## src/rtl/morse_timing_calibrator.sv

```systemverilog
// Morse timing calibrator: measures live marks and publishes
// dit/dah/word/tolerance timing for the capture stage.
`ifndef PULSE_CNT_W
`define PULSE_CNT_W 16
`endif

module morse_timing_calibrator #(
  parameter int DEFAULT_DIT = 10,
  parameter int NUM_PULSES  = 4,
  parameter int MIN_PULSE   = 2,
  parameter int TIMEOUT     = 4000
) (
  input  logic                    clk,
  input  logic                    rst,
  input  logic                    ce,
  input  logic                    signal,
  input  logic                    start,
  output logic [`PULSE_CNT_W-1:0] dit_time,
  output logic [`PULSE_CNT_W-1:0] dah_time,
  output logic [`PULSE_CNT_W-1:0] word_time,
  output logic [`PULSE_CNT_W-1:0] tol_time,
  output logic                    busy,
  output logic                    cal_done,
  output logic                    cal_error
);

  localparam int W = `PULSE_CNT_W;
  localparam logic [W-1:0] DEF_W = W'(DEFAULT_DIT);
  localparam logic [W-1:0] MIN_W = W'(MIN_PULSE);
  localparam logic [W-1:0] TO_W  = W'(TIMEOUT);
  localparam logic [3:0]   NUM_W = 4'(NUM_PULSES);

  typedef enum logic [2:0] {
    S_IDLE,
    S_ARM,
    S_MEASURE,
    S_CHECK,
    S_COMMIT,
    S_FAIL
  } state_e;

  function automatic logic [W-1:0] mul_sat(
    input logic [W-1:0] d,
    input logic [2:0]   k
  );
    logic [W+2:0] p;
    p = {3'b000, d} * {{W{1'b0}}, k};
    mul_sat = (|p[W+2:W]) ? '1 : p[W-1:0];
  endfunction

  state_e       state_q, state_d;
  logic [W-1:0] dit_q, dit_d;
  logic [W-1:0] dah_q, dah_d;
  logic [W-1:0] word_q, word_d;
  logic [W-1:0] tol_q, tol_d;
  logic [W-1:0] mark_q, mark_d;
  logic [W-1:0] low_q, low_d;
  logic [W-1:0] min_q, min_d;
  logic [W-1:0] max_q, max_d;
  logic [3:0]   n_q, n_d;
  logic         prev_q, prev_d;
  logic         busy_q, busy_d;
  logic         done_q, done_d;
  logic         err_q, err_d;

  always_comb begin
    state_d = state_q;
    dit_d   = dit_q;
    dah_d   = dah_q;
    word_d  = word_q;
    tol_d   = tol_q;
    mark_d  = mark_q;
    low_d   = low_q;
    min_d   = min_q;
    max_d   = max_q;
    n_d     = n_q;
    prev_d  = prev_q;
    done_d  = 1'b0;
    err_d   = 1'b0;
    if (ce) prev_d = signal;
    unique case (state_q)
      S_IDLE: begin
        // busy_q lingers one clk after a pulse so a coincident start is dropped
        if (start && !busy_q) begin
          state_d = S_ARM;
          mark_d  = '0;
          low_d   = '0;
          min_d   = '1;
          max_d   = '0;
          n_d     = '0;
        end
      end
      S_ARM: begin
        if (ce && !signal) state_d = S_MEASURE;
      end
      S_MEASURE: begin
        if (ce) begin
          if (signal) begin
            if (mark_q != '1) mark_d = mark_q + 1'b1;
            low_d = '0;
          end else begin
            low_d = low_q + 1'b1;
            if (prev_q) begin
              if (mark_q >= MIN_W) begin
                if (mark_q < min_q) min_d = mark_q;
                if (mark_q > max_q) max_d = mark_q;
                n_d = n_q + 1'b1;
              end
              mark_d = '0;
            end
          end
          if (n_d == NUM_W) state_d = S_CHECK;
          else if (low_d == TO_W || mark_d == TO_W) state_d = S_FAIL;
        end
      end
      S_CHECK: begin
        state_d = ({1'b0, max_q} >= {min_q, 1'b0}) ? S_COMMIT : S_FAIL;
      end
      S_COMMIT: begin
        dit_d   = min_q;
        dah_d   = mul_sat(min_q, 3'd3);
        word_d  = mul_sat(min_q, 3'd7);
        tol_d   = min_q >> 1;
        done_d  = 1'b1;
        state_d = S_IDLE;
      end
      S_FAIL: begin
        err_d   = 1'b1;
        state_d = S_IDLE;
      end
      default: state_d = S_IDLE;
    endcase
    busy_d = (state_d != S_IDLE) || (state_q == S_COMMIT) ||
             (state_q == S_FAIL);
  end

  always_ff @(posedge clk) begin
    if (rst) begin
      state_q <= S_IDLE;
      dit_q   <= DEF_W;
      dah_q   <= mul_sat(DEF_W, 3'd3);
      word_q  <= mul_sat(DEF_W, 3'd7);
      tol_q   <= DEF_W >> 1;
      mark_q  <= '0;
      low_q   <= '0;
      min_q   <= '0;
      max_q   <= '0;
      n_q     <= '0;
      prev_q  <= 1'b0;
      busy_q  <= 1'b0;
      done_q  <= 1'b0;
      err_q   <= 1'b0;
    end else begin
      state_q <= state_d;
      dit_q   <= dit_d;
      dah_q   <= dah_d;
      word_q  <= word_d;
      tol_q   <= tol_d;
      mark_q  <= mark_d;
      low_q   <= low_d;
      min_q   <= min_d;
      max_q   <= max_d;
      n_q     <= n_d;
      prev_q  <= prev_d;
      busy_q  <= busy_d;
      done_q  <= done_d;
      err_q   <= err_d;
    end
  end

  assign dit_time  = dit_q;
  assign dah_time  = dah_q;
  assign word_time = word_q;
  assign tol_time  = tol_q;
  assign busy      = busy_q;
  assign cal_done  = done_q;
  assign cal_error = err_q;

endmodule

```

## config.mk

```make
export PLATFORM = sky130hd
export DESIGN_NAME = morse_timing_calibrator
export DESIGN_NICKNAME = d
export VERILOG_FILES = /design/src/rtl/morse_timing_calibrator.sv
export SDC_FILE = /design/constraint.sdc
export NUM_CORES = 1
export LEC_CHECK = 0
export ABC_AREA = 0
export ABC_CLOCK_PERIOD_IN_PS = 10490
export CAP_MARGIN = 15
export CELL_PAD_IN_SITES_DETAIL_PLACEMENT = 0
export CELL_PAD_IN_SITES_GLOBAL_PLACEMENT = 1
export CORE_MARGIN = 3
export CORE_UTILIZATION = 48
export CTS_CLUSTER_SIZE = 14
export DETAILED_ROUTE_END_ITERATION = 8
export GPL_TIMING_DRIVEN = 0
export PLACE_DENSITY_LB_ADDON = 0.1
export SYNTH_ARGS = -nofsm -noshare
export SYNTH_HDL_FRONTEND = slang
export SYNTH_SLANG_ARGS = --single-unit
```

## constraint.sdc

```tcl
create_clock -name clk -period 10.49 [get_ports clk]
set_clock_uncertainty 0.1 [all_clocks]
set_input_delay 2.6225 -clock clk [delete_from_list [all_inputs] [get_ports clk]]
set_output_delay 2.6225 -clock clk [all_outputs]
set_load 0.05 [all_outputs]
```

Word-level counts from Yosys, hierarchy flattened

Index checks and enable logic that the tools add are counted.
W data, S select, Z words.

Add/sub/neg operators: 3
Muxes and demuxes: 45
Multiply operators: 2
Equality and inequality tests: 16
Reduce and logical (&&, ||, !) cells: 15
Magnitude comparators: 4

Operators by type and width:

| cell                    | count |
|---|---|
| $mux W16                | 24 |
| $pmux W16 S2            | 4 |
| $add A16 B1 Y16 const B | 2 |
| $eq A16 B12 Y1 const B  | 2 |
| $mux W4                 | 7 |
| $mul A16 B3 Y19 const B | 1 |
| $mul A16 B2 Y18 const B | 1 |
| $ge A16 B17 Y1          | 1 |
| $ge A16 B2 Y1 const B   | 1 |
| $gt A16 B16 Y1          | 1 |
| $lt A16 B16 Y1          | 1 |
| $ne A16 B16 Y1 const B  | 1 |
| $mux W3                 | 5 |
| $ne A2 B2 Y1 const B    | 7 |
| $reduce_and A7 Y1       | 2 |
| $pmux W3 S4             | 1 |
| $pmux W4 S2             | 1 |
| $eq A3 B2 Y1 const B    | 2 |
| $eq A3 B3 Y1 const B    | 2 |
| $add A4 B1 Y4 const B   | 1 |
| $eq A4 B3 Y1 const B    | 1 |
| $eq A3 B1 Y1 const B    | 1 |
| $logic_not A3 Y1        | 1 |
| $logic_or A1 B1 Y1      | 3 |
| other kinds (8)         | 12 |

Flip-flop bits (word level): 138
Output and inout bits: 67
Input port bits: 5
Word-level logic and storage cells: 99

Depth between registers and ports, before layout

Depth after elaboration: 14
Mapped depth: 14
Gate-level depth less buffers: 13

Least setup slack after synthesis

OpenSTA, ideal clock, no wires.

Path kind: input port to flip-flop
From: input port signal
To: register busy_q, in the netlist busy
Path slack: 5.717 ns
Data arrival time: 4.536 ns
Setup time: 0.137 ns
Stages: 10
Cell sequence: buf_2 > nand4_1 > nor4_1 > mux2i_1 > o221ai_1 > nor4_1 > and4b_1 > o21ai_2 > nor4b_2 > a211oi_2

Longest elaborated chain between the ends: 12
Elaborated cells between the ends (all ways): 23

RTL lines:

| item                                 | RTL line | source |
|---|---|---|
| start: declaration                   | 16       | `input logic signal,` |
| $mux W16                             | 98       | `if (signal) begin` |
| $mux W16                             | 97       | `if (ce) begin` |
| $mux W16                             | 81       | `unique case (state_q)` |
| $eq A16 B12 Y1                       | 113      | `else if (low_d == TO_W \|\| mark_d == TO_W) state_d = S_FAIL;` |
| $logic_or A1 B1 Y1                   | 113      |  |
| $mux W3                              | 113      |  |
| $mux W3                              | 112      | `if (n_d == NUM_W) state_d = S_CHECK;` |
| $mux W3                              | 97       |  |
| $pmux W3 S4 (*)                      | 81       |  |
| $reduce_bool A3 Y1 (*)               | 133      | `busy_d = (state_d != S_IDLE) \|\| (state_q == S_COMMIT) \|\|` |
| $logic_or A1 B1 Y1 (*) (2 in series) | 133      |  |
| end signal: assignment               | 165      | `busy_q <= busy_d;` |
| end: declaration                     | 62       | `logic busy_q, busy_d;` |

Every way passes the cells marked *; elsewhere a longest branch is shown, timed or not. The select of a mux whose other input is x is not followed.
A chain may end at the register's enable or synchronous reset.

Final worst setup path

From: input port signal
To: register max_q[5]

Longest elaborated chain between the ends: 2

RTL lines:

| item                               | RTL line | source |
|---|---|---|
| $ne A2 B2 Y1 (no source line)      | -        |  |
| $reduce_and A7 Y1 (no source line) | -        |  |
| end signal: assignment             | 162      | `max_q <= max_d;` |
| end: declaration                   | 59       | `logic [W-1:0] max_q, max_d;` |

Every way passes these cells.

==> impl_metrics.csv <==
group,metric,value,unit
clock_network,cts_resized,0,
clock_network,hold_buffers,0,
timing,post-route-period-util,0.467,
critical_path,cp-start-kind,"primary input",
critical_path,slowest_stage,"a41oi_2",
min_path,hp-start,"dit_time[0]$_SDFFE_PP0P_",
global_route,grt_pass1_vias,7834,
synth,synth_fp_nets,1171,
synth,synth-simple-area-share,0.208,
synth,synth_xor_area_frac,0.0300,
synth,seq_area_frac_synth,0.281,
timing,worstMarginPinSlew,0.752,ns
timing,tns,0,ns
floorplanning,boundaryPins,72,
synth,syn_inst,1066,
route,drcViolationCount,0,
synth,synth_compound_gate_area_share,0.249,
synth,synth-adder-area-share,0.157,
route,viasPerCell,6.02,
critical_path,path_cells,"buf_2 -> nand2b_1 -> a41oi_2 -> and2_1 -> nor2_1 -> a31oi_1 -> clkbuf_1 -> nand4_1 -> a21oi_1",
placed_design,dp_hpwl,19600,um
synth,synth.distinct_cells,81,
synth,syn-cell-area,8770,sq um
critical_path,cp_data_required_time,10.74,ns
clock_network,cts_setup_buffers,0,
clock_network,cts.sinks,123,
synth,syn_avg_cell_area,8.22,sq um
power_and_ir_drop,ir_drop,0.174,mV
finish,diodes,0,
critical_path,reg2regPathDepth,12,
global_route,grt-ovfl-total,0,
power_and_ir_drop,powerDensity,154,nW/um^2
timing,hold_viol,0,
critical_path,reg2reg_to,"word_time[4]$_SDFFE_PP0P_",
critical_path,cp_num_buf_inv,2,
finish,layout_common_cells,"a21oi_1 (127), dfxtp_1 (123), nor2_1 (87)",
placed_design,port_buffers,68,
finish,instances_no_fill,1391,
critical_path,path_delay_family,"compound AO/OA/AOI/OAI gates",
clock_network,h-tree-depth,4,
floorplanning,num_rows,48,
timing,rsz0062_at_grt,"no",
critical_path,slowest_delay,0.50,ns
route,drt-pass1-iter-count,5,
clock_network,cts_tree,"built",
min_path,min_path_type,"reg2reg",
synth,ys_seq_elements,123,
power_and_ir_drop,leakagePower,4.10,nW
synth,ys_warn_count,0,
min_path,hold_end,"dit_time[0]$_SDFFE_PP0P_",
min_path,min_path_cells,2,
run,maxCapViolCount,0,
timing,maxSlewHeadroom,0.499,
synth,synth.area.mux_share,0.00571,
clock_network,numCtsBuffers,17,
global_route,track_usage,0.267,
clock_network,clk_pin_slew,0.06,ns
critical_path,rr_startpoint,"min_q[4]$_SDFFE_PP0P_",
placed_design,dp_cells,1359,
critical_path,cp_max_fo,10,
floorplanning,dieArea,19900,sq um
timing,setup_violations,0,
synth,synthFlopType,"dfxtp_1",
critical_path,critPathArrivalTime,5.16,ns
floorplanning,coreArea,17600,sq um
route,postRouteAntennaNets,0,
finish,syn2layout_area_growth,18.4,%
timing,drv_slew,0,
clock_network,cts_buffer_depth,2,
route,wl,26600,um
floorplanning,die_width,141,um
synth,synth_top_family_by_area,"compound AO/OA/AOI/OAI gates",
synth,synthArstFlopShare,0,
synth,synth_edf_count,0,
timing,fmax,204,MHz
finish,final_nets,1258,
floorplanning,initial_core_util,0.498,
critical_path,r2r_slack,6.23,ns
clock_network,clock_latency,0.43,ns
critical_path,crit_path_end_kind,"flop",
status,status,"completed",
global_route,grt_pass1_wl,42700,um
critical_path,critPathKind,"in2reg",
finish,drive_gt1_frac,0.0961,
route,dr_total_vias,8370,
global_route,antenna_found_initial,0,
route,drt-initial-drc-count,535,
placed_design,gp_congestion,0.918,
clock_network,cts_root_buffer,"clkbuf_16",
global_route,grt_max_degree,17,
timing,timing.final.crit_period,4.90,ns
floorplanning,die_h,141,um
route,wire_per_inst,19.1,um
finish,final_common_cell,"a21oi_1",
## how the worst max path moves through the flow
stage,startpoint,to,slack [ns],depth (start not counted)
after CTS,signal,max_q[5]$_SDFFE_PP0P_,5.69,9
after detailed placement,signal,max_q[5]$_SDFFE_PP0P_,5.27,9
after global routing,signal,busy$_SDFF_PP0_,5.41,11
after floorplan,signal,busy$_SDFF_PP0_,5.72,10
after global placement,signal,max_q[5]$_SDFFE_PP0P_,5.28,9
final,signal,max_q[5]$_SDFFE_PP0P_,5.59,9
## cells by family (layout without fill, tap and decap cells)
logic type	count (synthesis)	after routing
AO/OA/AOI/OAI	338	338
XOR/XNOR	30	30
adder cells (fa/ha/maj)	100	100
buffers and inverters	130	230
flip-flops	123	123
multiplexers	5	5
other	1	1
AND/OR/NAND/NOR	339	339
## cell usage after synthesis, types with 7 or more instances
cell / count / area, sq um
a21oi_1: 127 / 636
dfxtp_1: 123 / 2460
nor2_1: 87 / 327
ha_1: 83 / 1040
nand2_1: 80 / 300
o21ai_0: 68 / 340
inv_1: 48 / 180
clkbuf_1: 44 / 165
nand4_1: 34 / 213
a31oi_1: 23 / 144
buf_4: 21 / 158
a21o_1: 19 / 143
nor3_1: 18 / 90.1
fa_1: 17 / 340
o221a_2: 17 / 191
xnor2_1: 15 / 131
xor2_1: 15 / 131
nand3_1: 14 / 70.1
nor4_1: 14 / 87.6
and2_1: 11 / 68.8
nand2b_1: 11 / 68.8
and3_1: 10 / 62.6
buf_2: 10 / 50.1
o21a_1: 10 / 75.1
nor2b_1: 8 / 50.1
o211ai_1: 8 / 60.1
a211oi_1: 7 / 52.6
a22oi_1: 7 / 52.6
nand3b_1: 7 / 52.6
## state kept, by name (all words and copies together), names as in the netlist
name,cells
state_q,3
min_q,16
max_q,16
prev_q,1
n_q,4
word_time,16
dit_time,16
low_q,16
mark_q,16
busy,1
cal_done,1
dah_time,16
cal_error,1
## stage by stage
| step | util | power (mW) | worst slack [ns] | hold WS (ns) | area (sq um) |
|---|---|---|---|---|---|
| 2_1_floorplan | - | 0.825 | 5.72 | 0.350 | 8770 |
| 3_3_place_gp | 0.553 | 0.933 | 5.28 | 0.348 | 9730 |
| 3_5_place_dp | 0.553 | 0.937 | 5.27 | 0.355 | 9730 |
| 4_1_cts | 0.590 | 1.60 | 5.69 | 0.373 | 10400 |
| 5_1_grt | 0.590 | 1.67 | 5.41 | 0.392 | 10400 |
| 6_report | 0.590 | 1.59 | 5.59 | 0.365 | 10400 |
## layout make-up
type                            instances  area (sq um)
Inverter                               49           184
Clock inverter                         13           215
Buffer                                 81           419
Sequential cell                       123          2460
Fill cell                            1611          7220
Clock buffer                           19           433
Tap cell                              225           282
Timing Repair Buffer                   68           681
Multi-Input combinational cell        813          5700
## per-layer routing
layer / vias up / track usage / part of all wire
li1: 4097 / - / -
met1: 3948 / 0.349 / 0.44
met2: 278 / 0.455 / 0.49
met3: 47 / 0.0390 / 0.053
met4: 0 / 0.0836 / 0.020
met5: - / 0 / 0
## power by group
part	internal, mW	switching [mW]
clock network	0.424	0.238
registers	0.481	0.0432
logic	0.164	0.244
total	1.07	0.525
## worst register-to-register path: stages, from the launching register on
cell,delay (ns)
dfxtp_1,0.76
fa_1,0.55
ha_1,0.34
nor2b_1,0.16
o21bai_1,0.13
a21boi_0,0.14
o41a_1,0.37
a31oi_1,0.34
o211a_1,0.24
mux2i_1,0.45
nor2_1,0.14
clkbuf_1,0.27
a21oi_1,0.18
Note: power is estimated with default switching activity, not from simulation.
